<file path="src/rtl/vdp_pkg.sv">
// Shared encodings for the VDP port front-end: command codes, prefetch
// FSM states, internal port events and status-byte bit positions.
package vdp_pkg;

  // Two-bit code register values written by the second control byte
  typedef enum logic [1:0] {
    CODE_VRD  = 2'd0,
    CODE_VWR  = 2'd1,
    CODE_REG  = 2'd2,
    CODE_CRAM = 2'd3
  } code_e;

  // VRAM read-ahead sequencer
  typedef enum logic [1:0] {
    ST_IDLE  = 2'd0,
    ST_FETCH = 2'd1,
    ST_LATCH = 2'd2
  } pf_state_e;

  // Port events after edge detection; also the content of the pending slot
  typedef enum logic [2:0] {
    EV_NONE    = 3'd0,
    EV_CTRL_WR = 3'd1,
    EV_DATA_WR = 3'd2,
    EV_DATA_RD = 3'd3,
    EV_CTRL_RD = 3'd4
  } event_e;

  // Status byte bit positions
  localparam int STAT_F   = 7;
  localparam int STAT_OVR = 6;
  localparam int STAT_COL = 5;

endpackage

</file>
<file path="src/rtl/vdp_io_port_strobe_edge.sv">
// Registered edge detector for one mmu level strobe. The strobe is sampled
// into a flop and compared with its previous sample, so the single-cycle
// pulse comes purely from registers.
module strobe_edge #(
  parameter bit FALLING = 1'b0
) (
  input  logic clk,
  input  logic rst,
  input  logic strobe,
  output logic pulse
);

  logic sync_q, sync_d;
  logic prev_q, prev_d;

  // Next values: capture the strobe, then shift it into the history flop
  always_comb begin
    sync_d = strobe;
    prev_d = sync_q;
  end

  // Sample history registers
  always_ff @(posedge clk or posedge rst) begin
    if (rst) begin
      sync_q <= 1'b0;
      prev_q <= 1'b0;
    end else begin
      sync_q <= sync_d;
      prev_q <= prev_d;
    end
  end

  assign pulse = FALLING ? (prev_q & ~sync_q) : (sync_q & ~prev_q);

endmodule

</file>
<file path="src/rtl/vdp_io_port.sv">
// Z80-facing VDP port front-end: control latch, auto-incrementing address,
// code register, VRAM read-ahead buffer, Game Gear CRAM byte-pair latch,
// status flags and the frame interrupt line.
module vdp_io_port
  import vdp_pkg::*;
#(
  parameter int VRAM_AW = 14,
  parameter int CRAM_AW = 5
) (
  input  logic               clk,
  input  logic               rst,
  input  logic               control_wr,
  input  logic               control_rd,
  input  logic [7:0]         control_i,
  output logic [7:0]         control_o,
  input  logic               data_wr,
  input  logic               data_rd,
  input  logic [7:0]         data_i,
  output logic [7:0]         data_o,
  output logic [VRAM_AW-1:0] vram_addr,
  output logic               vram_we,
  output logic [7:0]         vram_wdata,
  input  logic [7:0]         vram_rdata,
  output logic               cram_we,
  output logic [CRAM_AW-1:0] cram_addr,
  output logic [11:0]        cram_wdata,
  output logic               reg_we,
  output logic [3:0]         reg_addr,
  output logic [7:0]         reg_data,
  input  logic               vblank_set,
  input  logic               spr_ovr_set,
  input  logic               spr_col_set,
  input  logic               frame_ie,
  output logic               irq_n
);

  localparam logic [VRAM_AW-1:0] ADDR_ONE = VRAM_AW'(1);

  logic cw_ev, dw_ev, dr_ev, cr_ev;

  strobe_edge #(.FALLING(1'b0)) u_cw_edge (.clk(clk), .rst(rst), .strobe(control_wr), .pulse(cw_ev));
  strobe_edge #(.FALLING(1'b0)) u_dw_edge (.clk(clk), .rst(rst), .strobe(data_wr),    .pulse(dw_ev));
  strobe_edge #(.FALLING(1'b1)) u_dr_edge (.clk(clk), .rst(rst), .strobe(data_rd),    .pulse(dr_ev));
  strobe_edge #(.FALLING(1'b1)) u_cr_edge (.clk(clk), .rst(rst), .strobe(control_rd), .pulse(cr_ev));

  pf_state_e          state_q, state_d;
  event_e             pend_ev_q, pend_ev_d;
  logic [7:0]         pend_data_q, pend_data_d;
  logic               second_q, second_d;
  logic [VRAM_AW-1:0] addr_q, addr_d;
  code_e              code_q, code_d;
  logic [7:0]         buffer_q, buffer_d;
  logic [7:0]         cram_latch_q, cram_latch_d;
  logic               f_q, f_d, ovr_q, ovr_d, col_q, col_d;
  logic               irq_n_q, irq_n_d;
  logic               vram_we_q, vram_we_d;
  logic [VRAM_AW-1:0] vram_waddr_q, vram_waddr_d;
  logic [7:0]         vram_wdata_q, vram_wdata_d;
  logic               cram_we_q, cram_we_d;
  logic [CRAM_AW-1:0] cram_addr_q, cram_addr_d;
  logic [11:0]        cram_wdata_q, cram_wdata_d;
  logic               reg_we_q, reg_we_d;
  logic [3:0]         reg_addr_q, reg_addr_d;
  logic [7:0]         reg_data_q, reg_data_d;

  event_e     new_ev, exec_ev;
  logic [7:0] new_data, exec_data;
  logic       clear_flags;

  // Pick this cycle's fresh port event and capture its write data
  always_comb begin
    new_ev   = EV_NONE;
    new_data = 8'h00;
    if (cw_ev) begin
      new_ev   = EV_CTRL_WR;
      new_data = control_i;
    end else if (dw_ev) begin
      new_ev   = EV_DATA_WR;
      new_data = data_i;
    end else if (dr_ev) begin
      new_ev   = EV_DATA_RD;
    end else if (cr_ev) begin
      new_ev   = EV_CTRL_RD;
    end
  end

  // Prefetch sequencing, pending-event arbitration and port command decode
  always_comb begin
    state_d      = state_q;
    pend_ev_d    = pend_ev_q;
    pend_data_d  = pend_data_q;
    second_d     = second_q;
    addr_d       = addr_q;
    code_d       = code_q;
    buffer_d     = buffer_q;
    cram_latch_d = cram_latch_q;
    vram_we_d    = 1'b0;
    vram_waddr_d = vram_waddr_q;
    vram_wdata_d = vram_wdata_q;
    cram_we_d    = 1'b0;
    cram_addr_d  = cram_addr_q;
    cram_wdata_d = cram_wdata_q;
    reg_we_d     = 1'b0;
    reg_addr_d   = reg_addr_q;
    reg_data_d   = reg_data_q;
    clear_flags  = 1'b0;
    exec_ev      = EV_NONE;
    exec_data    = 8'h00;

    case (state_q)
      ST_IDLE: begin
        if (pend_ev_q != EV_NONE) begin
          exec_ev     = pend_ev_q;
          exec_data   = pend_data_q;
          pend_ev_d   = new_ev;
          pend_data_d = new_data;
        end else begin
          exec_ev   = new_ev;
          exec_data = new_data;
        end
      end
      ST_FETCH: begin
        state_d = ST_LATCH;
        if (pend_ev_q == EV_NONE) begin
          pend_ev_d   = new_ev;
          pend_data_d = new_data;
        end
      end
      ST_LATCH: begin
        buffer_d = vram_rdata;
        addr_d   = addr_q + ADDR_ONE;
        state_d  = ST_IDLE;
        if (pend_ev_q == EV_NONE) begin
          pend_ev_d   = new_ev;
          pend_data_d = new_data;
        end
      end
      default: state_d = ST_IDLE;
    endcase

    case (exec_ev)
      EV_CTRL_WR: begin
        if (!second_q) begin
          addr_d[7:0] = exec_data;
          second_d    = 1'b1;
        end else begin
          addr_d[VRAM_AW-1:8] = exec_data[VRAM_AW-9:0];
          code_d              = code_e'(exec_data[7:6]);
          second_d            = 1'b0;
          if (code_e'(exec_data[7:6]) == CODE_VRD) begin
            state_d = ST_FETCH;
          end else if (code_e'(exec_data[7:6]) == CODE_REG) begin
            reg_we_d   = 1'b1;
            reg_addr_d = exec_data[3:0];
            reg_data_d = addr_q[7:0];
          end
        end
      end
      EV_DATA_WR: begin
        second_d = 1'b0;
        buffer_d = exec_data;
        if (code_q == CODE_CRAM) begin
          if (!addr_q[0]) begin
            cram_latch_d = exec_data;
          end else begin
            cram_we_d    = 1'b1;
            cram_addr_d  = addr_q[CRAM_AW:1];
            cram_wdata_d = {exec_data[3:0], cram_latch_q};
          end
        end else begin
          vram_we_d    = 1'b1;
          vram_waddr_d = addr_q;
          vram_wdata_d = exec_data;
        end
        addr_d = addr_q + ADDR_ONE;
      end
      EV_DATA_RD: begin
        second_d = 1'b0;
        state_d  = ST_FETCH;
      end
      EV_CTRL_RD: begin
        second_d    = 1'b0;
        clear_flags = 1'b1;
      end
      default: ;
    endcase

    // A set pulse in the same cycle as the read-clear must survive
    f_d     = (f_q   & ~clear_flags) | vblank_set;
    ovr_d   = (ovr_q & ~clear_flags) | spr_ovr_set;
    col_d   = (col_q & ~clear_flags) | spr_col_set;
    irq_n_d = ~(f_q & frame_ie);
  end

  // State registers; reset aborts any prefetch and kills every write pulse
  always_ff @(posedge clk or posedge rst) begin
    if (rst) begin
      state_q      <= ST_IDLE;
      pend_ev_q    <= EV_NONE;
      pend_data_q  <= 8'h00;
      second_q     <= 1'b0;
      addr_q       <= '0;
      code_q       <= CODE_VRD;
      buffer_q     <= 8'h00;
      cram_latch_q <= 8'h00;
      f_q          <= 1'b0;
      ovr_q        <= 1'b0;
      col_q        <= 1'b0;
      irq_n_q      <= 1'b1;
      vram_we_q    <= 1'b0;
      vram_waddr_q <= '0;
      vram_wdata_q <= 8'h00;
      cram_we_q    <= 1'b0;
      cram_addr_q  <= '0;
      cram_wdata_q <= 12'h000;
      reg_we_q     <= 1'b0;
      reg_addr_q   <= 4'h0;
      reg_data_q   <= 8'h00;
    end else begin
      state_q      <= state_d;
      pend_ev_q    <= pend_ev_d;
      pend_data_q  <= pend_data_d;
      second_q     <= second_d;
      addr_q       <= addr_d;
      code_q       <= code_d;
      buffer_q     <= buffer_d;
      cram_latch_q <= cram_latch_d;
      f_q          <= f_d;
      ovr_q        <= ovr_d;
      col_q        <= col_d;
      irq_n_q      <= irq_n_d;
      vram_we_q    <= vram_we_d;
      vram_waddr_q <= vram_waddr_d;
      vram_wdata_q <= vram_wdata_d;
      cram_we_q    <= cram_we_d;
      cram_addr_q  <= cram_addr_d;
      cram_wdata_q <= cram_wdata_d;
      reg_we_q     <= reg_we_d;
      reg_addr_q   <= reg_addr_d;
      reg_data_q   <= reg_data_d;
    end
  end

  assign control_o  = {f_q, ovr_q, col_q, 5'b00000};
  assign data_o     = buffer_q;
  assign vram_addr  = vram_we_q ? vram_waddr_q : addr_q;
  assign vram_we    = vram_we_q;
  assign vram_wdata = vram_wdata_q;
  assign cram_we    = cram_we_q;
  assign cram_addr  = cram_addr_q;
  assign cram_wdata = cram_wdata_q;
  assign reg_we     = reg_we_q;
  assign reg_addr   = reg_addr_q;
  assign reg_data   = reg_data_q;
  assign irq_n      = irq_n_q;

endmodule

</file>
<file path="config.mk">
export PLATFORM = sky130hd
export DESIGN_NAME = vdp_io_port
export DESIGN_NICKNAME = d
export VERILOG_FILES = /design/src/rtl/vdp_pkg.sv /design/src/rtl/vdp_io_port_strobe_edge.sv /design/src/rtl/vdp_io_port.sv
export SDC_FILE = /design/constraint.sdc
export NUM_CORES = 1
export LEC_CHECK = 0
export ABC_AREA = 1
export BUFFER_PORTS_ARGS = -buffer_cell sky130_fd_sc_hd__buf_2
export CAP_MARGIN = 25
export CORE_MARGIN = 5
export CORE_UTILIZATION = 50
export DETAILED_ROUTE_END_ITERATION = 8
export PLACE_DENSITY = 0.75
export SYNTH_ARGS = -nofsm -noshare
export SYNTH_HDL_FRONTEND = slang
export SYNTH_SLANG_ARGS = --single-unit
</file>
<file path="constraint.sdc">
create_clock -name clk -period 10.2 [get_ports clk]
set_input_delay 2.04 -clock clk [delete_from_list [all_inputs] [get_ports clk]]
set_output_delay 2.04 -clock clk [all_outputs]
set_load 0.1 [all_outputs]
</file>
# Word level (Yosys, flattened, before mapping)
# Index checks and enable logic that the tools add are counted.
[classes]
n_mux = 39
div_mod_pow = 0
addsub = 1
shift = 0
n_mul = 0
n_eq_ne = 10
order_cmp = 0
bitwise_logic = 20
n_reduce_logical = 15
[op_table]
columns = ["cell", "count"]
rows = [
  ["$mux 8", 9],
  ["$mux 14", 2],
  ["$pmux 14 s2", 1],
  ["$mux 3", 8],
  ["$pmux 8 s2", 1],
  ["$add 14x1->14 const B", 1],
  ["$mux 1", 11],
  ["$not 1->1", 9],
  ["$reduce_and 3->1", 3],
  ["$and 1x1->1", 8],
  ["$pmux 2 s2", 2],
  ["$eq 2x2->1 const B", 3],
  ["$eq 3x2->1 const B", 2],
  ["$mux 6", 1],
  ["$pmux 3 s2", 1],
  ["$reduce_bool 2->1", 3],
  ["$logic_not 2->1", 2],
  ["$mux 2", 2],
  ["$reduce_and 2->1", 2],
  ["$reduce_and 4->1", 1],
  ["$eq 3x1->1 const B", 1],
  ["$eq 3x3->1 const B", 1],
  ["$logic_not 3->1", 1],
  ["$or 1x1->1", 3],
  ["other kinds (7)", 7],
]
[totals]
mem_count = 0
ram_bits = 0
regBits = 112
mem_bits_ro = 0
latch_bits = 0
out_inout_bits = 71
input_bits = 34
wordCells = 114

# Depth between registers and ports, before layout
# Gate-level depths: netlist of the first run.
[depth]
ltp_word = 13
mapped_depth = 13

# By module
# Synthesis of the first run repeated with hierarchy kept, for this count alone.
[hier_totals]
hier_cells = 753
area_unflattened_um2 = 5793.1
[modules_own_cells]
columns = ["module", "seq_area_each_um2", "cells_each", "area_per_inst_um2", "n_inst"]
rows = [
  ["vdp_io_port", 2603.7, 733, 5537.8, 1],
  ["strobe_edge", 50.0, 5, 63.8, 4],
]

# Worst setup path after synthesis of the first run
# OpenSTA, ideal clock, no wires.
[synth_path]
path_type = "register to output"
from = "reg vram_we_q (netlist: vram_we)"
to = "out vram_addr[10]"
required_ns = 8.160
n_path_buf = 2
arrival_ns = 3.344
path_stages_with_launch = 4
slack_ns = 4.816
cell_sequence = "dfrtp_1 > clkbuf_1 > clkbuf_1 > o21ai_0"
[synth_between]
elab_chain_len = 1
[synth_rtl]
columns = ["element", "line", "rtl"]
rows = [
  ["start: declaration", "vdp_io_port.sv:56", "logic vram_we_q, vram_we_d;"],
  ["start signal: assignment", "vdp_io_port.sv:232", "vram_we_q <= vram_we_d;"],
  ["$mux 14", "vdp_io_port.sv:246", "assign vram_addr = vram_we_q ? vram_waddr_q : addr_q;"],
  ["end: declaration", "vdp_io_port.sv:20", "output logic [VRAM_AW-1:0] vram_addr,"],
]
# No other way between the ends.

# Final worst setup path of the first run
[layout_path]
from = "reg vram_we_q (netlist: vram_we)"
to = "out vram_addr[11]"
# The elaborated chain is that of the path after synthesis.

==> results of run 1 <==
## layer usage
| layer | wire length (um) | GRT usage | vias up |
|---|---|---|---|
| met4 | 389 | 0.09749 | 0 |
| li1 | - | - | 2555 |
| met2 | 7403 | 0.3467 | 220 |
| met5 | 0 | 0 | - |
| met1 | 6450 | 0.2909 | 2558 |
| met3 | 1062 | 0.04325 | 29 |
## cells in the mapped netlist, drive strengths merged
master,count
nand3,124
a31oi,8
a21oi,13
xor2,2
nand3b,1
o21bai,1
inv,54
clkbuf,15
nand4,8
a211oi,1
buf,29
nor3,1
nor2,45
o21ai,65
o211ai,1
clkinv,3
conb,1
or2,1
dfrtp,111
nand2,253
a21o,3
dfstp,1
ha,5
## flip-flops by register name, summed over array words and instances, names as in the netlist, 4 cells and up
name / flops
vram_waddr_q: 14
data_o: 8
vram_wdata: 8
cram_wdata: 12
cram_latch_q: 8
reg_data: 8
pend_data_q: 8
cram_addr: 5
reg_addr: 4
addr_q: 14
## worst reg2reg max path: cells and delay by family, from the launching register on
| kind | cells | cell delay, ns |
|---|---|---|
| compound gates | 1 | 0.27 |
| buf+inv | 3 | 0.88 |
| flops | 1 | 0.43 |
| fa+ha+maj | 1 | 0.27 |
| simple gates | 4 | 0.75 |
## metrics by stage
| step | setup slack (ns) | hold slack (ns) |
|---|---|---|
| finish | 6.229 | 0.3765 |
| global route | 6.060 | 0.3807 |
| CTS | 6.250 | 0.3796 |
| detailed placement | 6.645 | 0.3636 |
| global placement | 6.658 | 0.3602 |
| floorplan | 4.817 | 0.3537 |
## cells by family after synthesis
| family | Yosys count |
|---|---|
| AOI/OAI and AO/OA | 92 |
| xor gates and xnor gates | 2 |
| adders and majority gates | 5 |
| buffers and inverters | 101 |
| DFF | 112 |
| other | 1 |
| and+or+nand+nor | 433 |
## layout make-up
| class | count | area (um^2) | area share |
|---|---|---|---|
| inverter | 57 | 224.0 | 0.03378 |
| tap | 143 | 178.9 | 0.02699 |
| clock inverter | 3 | 65.06 | 0.009813 |
| multi-input combinational | 537 | 2564 | 0.3867 |
| timing repair buffer | 103 | 538.0 | 0.08115 |
| clock buffer | 12 | 256.5 | 0.03869 |
| sequential | 112 | 2804 | 0.4229 |
## path summary, 6_finish.rpt
check | startpoint | endpoint | cells past startpoint
max | vram_we | vram_addr[11] | 3
min | u_dr_edge.prev_d | u_dr_edge.prev_q | 0
max reg2reg | state_q[0] | reg_addr[0] | 9
min reg2reg | u_dr_edge.prev_d | u_dr_edge.prev_q | 0
max in group asynchronous | rst | vram_waddr_q[5] | 4
min in group asynchronous | rst | pend_data_q[5] | 2
==> run summary, run 1 <==
The run finished with clean final reports. The number of hold buffers added after CTS was 0. The detailed-route wire length is 15310 um.

The number of nets at the end of the flow is 859. STA puts the critical path data arrival time at 1.93 ns. The number of standard cells in the final layout excluding fillers is 967. Counting every instance in the synthesized netlist gives 746. At the end of the flow the core is filled with cells to 0.5806. The worst setup path is of the reg2out kind. The clock tree synthesis step divided the H-tree into 3 levels. Leaving out fill and tap cells, the most frequent cells in the layout are sky130_fd_sc_hd__nand2_1 (242), sky130_fd_sc_hd__nand3_1 (123), sky130_fd_sc_hd__dfrtp_1 (111), sky130_fd_sc_hd__buf_2 (99). The number of max-slew violations in the final report is 0. The die covers 13950 um^2. The slew at the pin closest to its max-slew limit came out at 0.7898 ns. The startpoint type of the worst setup path is a flop. The largest individual stage delay along the critical path comes from the cell sky130_fd_sc_hd__dfrtp_1. The final-report hold violation count came out at 0. Synthesis instantiated 40 different standard cells from the library.

After synthesis, the cell types taking the most area are sky130_fd_sc_hd__dfrtp_1 (48%), sky130_fd_sc_hd__nand2_1 (16%), sky130_fd_sc_hd__nand3_1 (11%), sky130_fd_sc_hd__o21ai_0 (4.1%), sky130_fd_sc_hd__inv_1 (3.1%). The clock slew seen by the registers of the worst setup and hold paths is 0.07 ns. The Yosys step of the flow raised 0 warnings.

The post-synthesis adder-cell area fraction is 0.01071. Dividing the synthesized area by the synthesized cell count gives 7.833 um^2. The floorplan die width is 118.1 um.

The number of antenna violations at the first check in global routing came out at 0. The tightest min-delay check is of the reg2reg type. The worst reg-to-reg setup slack is 7.48 ns. The die height came out at 118.1 um. The top-level I/O count came out at 105.

The number of I/O port buffers came out at 99. The number of detailed-route iterations in the first pass is 5. The largest net degree at the start of global routing is 80.

After routing the design area is 6630 um^2. The fraction of the cycle the final worst path needs came out at 0.3893. In the routed design, unresolved DRC markers number 0. The combinational family with the most area after synthesis is simple AND/OR/NAND/NOR gates. For this run, the register share of the synthesized area comes to 0.4799. The wire length of the first global-routing pass is 25230 um.

The number of buffers and inverters on the critical path came out at 1. The global-route total usage across every layer is 0.2186. At the worst endpoint, the required time is 8.16 ns.

Counting every sink on the clock net gives 112. The critical path goes through nand2_1 -> o21ai_0 -> buf_2. Setup violations remaining at the end of the flow were counted as 0. The vias per cell came out at 5.545. The last weighted congestion value of the routability-driven placer came out at 0.8943. At the later pin of the worst-skew pair, clock insertion delay measures 0.36 ns. Detailed placement finished with a half-perimeter wire length of 10410 um. The post-CTS setup-driven buffer insertion count came out at 0. Relative to the synthesized area, the layout overhead comes to 13.47%. The highest fanout seen on the critical path is 29. The share of the synthesized netlist area taken by xor and xnor gates is 0.002998.

The nature of the critical path endpoint is a primary output. The multiplexer area fraction after synthesis is 0. Row generation in the floorplan step produced 39 rows.

On the worst path, the slowest cell contributes a delay of 0.86 ns. The number of buffers on the longest clock path came out at 2. The leftover overflow at the end of global routing is 0. The number of antenna diodes in the final layout is 0. The synthesized area came out at 5843 um^2. The total of cells resized after clock tree synthesis came out at 0.

The antenna violation net count after detailed routing came out at 0. The achievable frequency came out at 0.2518 GHz. The via count of the first global-routing pass came out at 5187.

The shortest period the worst path allows came out at 3.971 ns. The routed wire length per instance came out at 15.83 um. Setup repair after global routing left no endpoint under its margin. The number of buffers inserted during clock tree synthesis is 9. The iteration-0 DRC count of the detailed router is 433.

Between clock sinks in the finished design, the worst skew comes to 0.006528 ns. The setup TNS after final layout is 0 ns. The compound-gate portion of the synthesized area came to 0.09015. Once placement finished, the instance area stood at 6289 um^2. The max-cap check violation count came out at 0. Among cell families on the critical path, the largest total delay comes from flip-flops. The number of fill cells is 1060. The number of cells after detailed placement is 951. In the final layout, the share of cells above drive strength 1 is 0.1978. The proportion of netlist area held by the largest area contributor is 0.4754. The effective utilization at floorplan is 0.5117. The area fraction in and, or, nand and nor cells after synthesis came out at 0.3308.

The root buffer cell is sky130_fd_sc_hd__clkbuf_16. The register bit count reported by yosys is 112. Summing over every cut layer, the via total after detailed routing is 5362.

The top cell type by total area after synthesis is sky130_fd_sc_hd__dfrtp_1. The normalized max-slew margin came out at 0.4735. The library cell used most frequently in the layout, excluding fill and tap cells, is sky130_fd_sc_hd__nand2_1. The core region area came out at 11420 um^2.

TritonCTS built the clock tree.
Power of run 1 is not shown: default switching activity piles up to over one toggle a cycle in this logic, so the estimate is an artifact.
==> inputs of run 2 (changes only) <==
Clock period 10.2 ns to 3.8 ns, I/O delays scaled along.
==> run summary, run 2 (synthesis results as in run 1) <==
The final-report hold violation count came out at 0 (unchanged). The detailed-route DRC error count came out at 0 (unchanged). Setup repair after global routing left no endpoint under its margin.

The via count of the first global-routing pass came out at 4928 (-5.0%). The overall die area came out at 13950 um^2 (unchanged). The vias per cell came to 5.451 (-1.7%). TritonCTS built the clock tree. The arrival time reported for the critical path endpoint is 1.94 ns (about the same).

The slew at the pin closest to its max-slew limit came out at 0.7927 ns (+0.002919 ns). The number of detailed-route iterations in the first pass is 5 (unchanged). The global-route total usage across every layer came to 0.2117 (-0.006891). In this run the critical register-to-register path is captured at reg_addr[1].

The tree is rooted in a sky130_fd_sc_hd__clkbuf_16. The normalized max-slew margin is 0.4715 (-0.001946). The number of antenna violations at the first check in global routing is 0 (unchanged). The worst setup path is launched from a flop. The worst register-to-register path begins at state_q[0]. The last weighted congestion value of the routability-driven placer came out at 0.9124 (+2.0%). The detailed-route wire length came to 14790 um (-3.4%). The top-level I/O count came to 105 (unchanged). The post-CTS setup-driven buffer insertion count is 0 (unchanged). The worst setup path is captured at a primary output. The met3 capacity usage during global routing was 0.04373 (+0.0004805).

The multi-input logic area came out at 2564 um^2 (unchanged). The number of fill cells came out at 1027 (-3.1%). The worst reg-to-reg setup slack is 1.20 ns (-6.28 ns). The top cell types in the final layout, fill and taps aside, are sky130_fd_sc_hd__nand2_1 (242), sky130_fd_sc_hd__nand3_1 (123), sky130_fd_sc_hd__dfrtp_1 (111), sky130_fd_sc_hd__buf_2 (99). The post-DP HPWL came out at 10280 um (-1.2%).

The category of the critical setup timing path is reg2out. The fraction of the cycle the final worst path needs came out at 0.7112. The die height is 118.1 um (unchanged). The data required time at the worst endpoint is 3.04 ns (-5.12 ns). The most common cell after layout, fill and taps aside is sky130_fd_sc_hd__nand2_1.

The core region area came out at 11420 um^2 (unchanged). The number of H-tree levels is 3 (unchanged). The sink count of the clock tree came out at 112 (unchanged).

The hold-fix buffer count after cts came out at 0 (unchanged). The number of I/O port buffers came out at 99 (unchanged). The depth of the worst register-to-register path was 9 (unchanged). The fraction of layout instances using a drive strength above 1 is 0.1966 (-0.001214).

The max-cap check violation count came to 0 (unchanged). The largest net degree at the start of global routing is 72 (-10%). The total of cells resized after clock tree synthesis is 0 (unchanged). The wire length of the first global-routing pass is 24340 um (-3.6%).

The final antenna diode count is 0 (unchanged). The number of buffers on the longest clock path is 2 (unchanged). The floorplan die width is 118.1 um (unchanged). The final setup skew is 0.008945 ns (+0.002418 ns).

The met1 global-route usage was 0.2865 (-0.004434). The iteration-0 DRC count of the detailed router came out at 483 (+12%). The shortest period the worst path allows is 2.702 ns. The achievable frequency is 0.3700 GHz.

The number of max-slew violations in the final report is 0 (unchanged). The total area of sequential cells came out at 2804 um^2 (unchanged). The clock slew seen by the registers of the worst setup and hold paths was 0.07 ns (about the same). The met2 global-route usage is 0.3288 (-0.01793).

The number of nets at the end of the flow is 858 (-0.12%). The worst hold path belongs to the class reg2reg. After global routing, the most crowded layer is met2.

Tracing the worst setup path back leads to its startpoint at vram_we. The clock latency of the later-clocked register in the worst-skew pair came out at 0.35 ns (about the same). The number of cells after detailed placement came to 951 (unchanged).

The antenna violation net count after detailed routing came out at 0 (unchanged). The total number of vias came out at 5271 (-1.7%). The number of buffers inserted during clock tree synthesis came out at 9 (unchanged). The number of core rows is 39 (unchanged). The effective utilization at floorplan was 0.5117 (unchanged). The leftover overflow at the end of global routing is 0 (unchanged). The number of standard cells in the final layout excluding fillers was 967 (unchanged). The layout overhead on the synthesized area is 12.87%.

The flow ran to the end, and the final reports show no timing, DRC or antenna violations. The number of setup violations in the final report is 0 (unchanged). The highest fanout seen on the critical path is 29 (unchanged). The routed wire length per instance came to 15.30 um (-3.4%). The most critical setup path has its endpoint at vram_addr[13].
-- run 2: cell types whose count changed in the layout (fill, tap and decap cells not counted), sizes merged --
cell,before,now
clkinv,4,7
bufinv,2,1
buf,103,102
clkbuf,12,11
-- run 2: area by class of cell --
cell class                 count  area share
clock buffer                  11     0.03529
clock inverter                 5    0.008727
inverter                      57     0.03396
multi-input combinational    537      0.3887
sequential                   112      0.4252
tap                          143     0.02713
timing repair buffer         102     0.08101
-- run 2: how the worst min path moves through the flow --
| stage | cells past startpoint | start | end | slack (ns) |
|---|---|---|---|---|
| 2_1_floorplan | 0 | u_cr_edge.prev_d | u_cr_edge.prev_q | 0.35 |
| 3_3_place_gp | 0 | u_dr_edge.prev_d | u_dr_edge.prev_q | 0.36 |
| 3_5_place_dp | 0 | u_dr_edge.prev_d | u_dr_edge.prev_q | 0.37 |
| 4_1_cts | 0 | u_dr_edge.prev_d | u_dr_edge.prev_q | 0.39 |
| 5_1_grt | 0 | u_dr_edge.prev_d | u_dr_edge.prev_q | 0.39 |
| 6_report | 0 | u_dr_edge.prev_d | u_dr_edge.prev_q | 0.38 |
-- run 2: through the flow --
stage          worst slack [ns]  TNS, ns  hold WS [ns]  utilization  area, um^2
2_1_floorplan           -0.3035   -2.622        0.3537            -        5858
3_3_place_gp              1.394        0        0.3596       0.5512        6294
3_5_place_dp              1.257        0        0.3708       0.5522        6305
4_1_cts                   1.128        0        0.3869       0.5776        6595
5_1_grt                  0.9448        0        0.3912       0.5776        6595
6_report                  1.098        0        0.3819       0.5776        6595
-- run 2: worst max-delay path, cell delays in order, from the launching register on --
cell and delay [ns]:
sky130_fd_sc_hd__dfrtp_1 0.86, sky130_fd_sc_hd__nand2_1 0.14, sky130_fd_sc_hd__o21ai_0 0.12, sky130_fd_sc_hd__buf_2 0.47
-- run 2: layer usage --
| layer | vias up | part of all wire |
|---|---|---|
| met2 | 208 | 0.46 |
| met1 | 2466 | 0.44 |
| met5 | - | 0 |
| li1 | 2559 | - |
| met3 | 38 | 0.074 |
| met4 | 0 | 0.027 |
Power of run 2 is left out for the same reason.
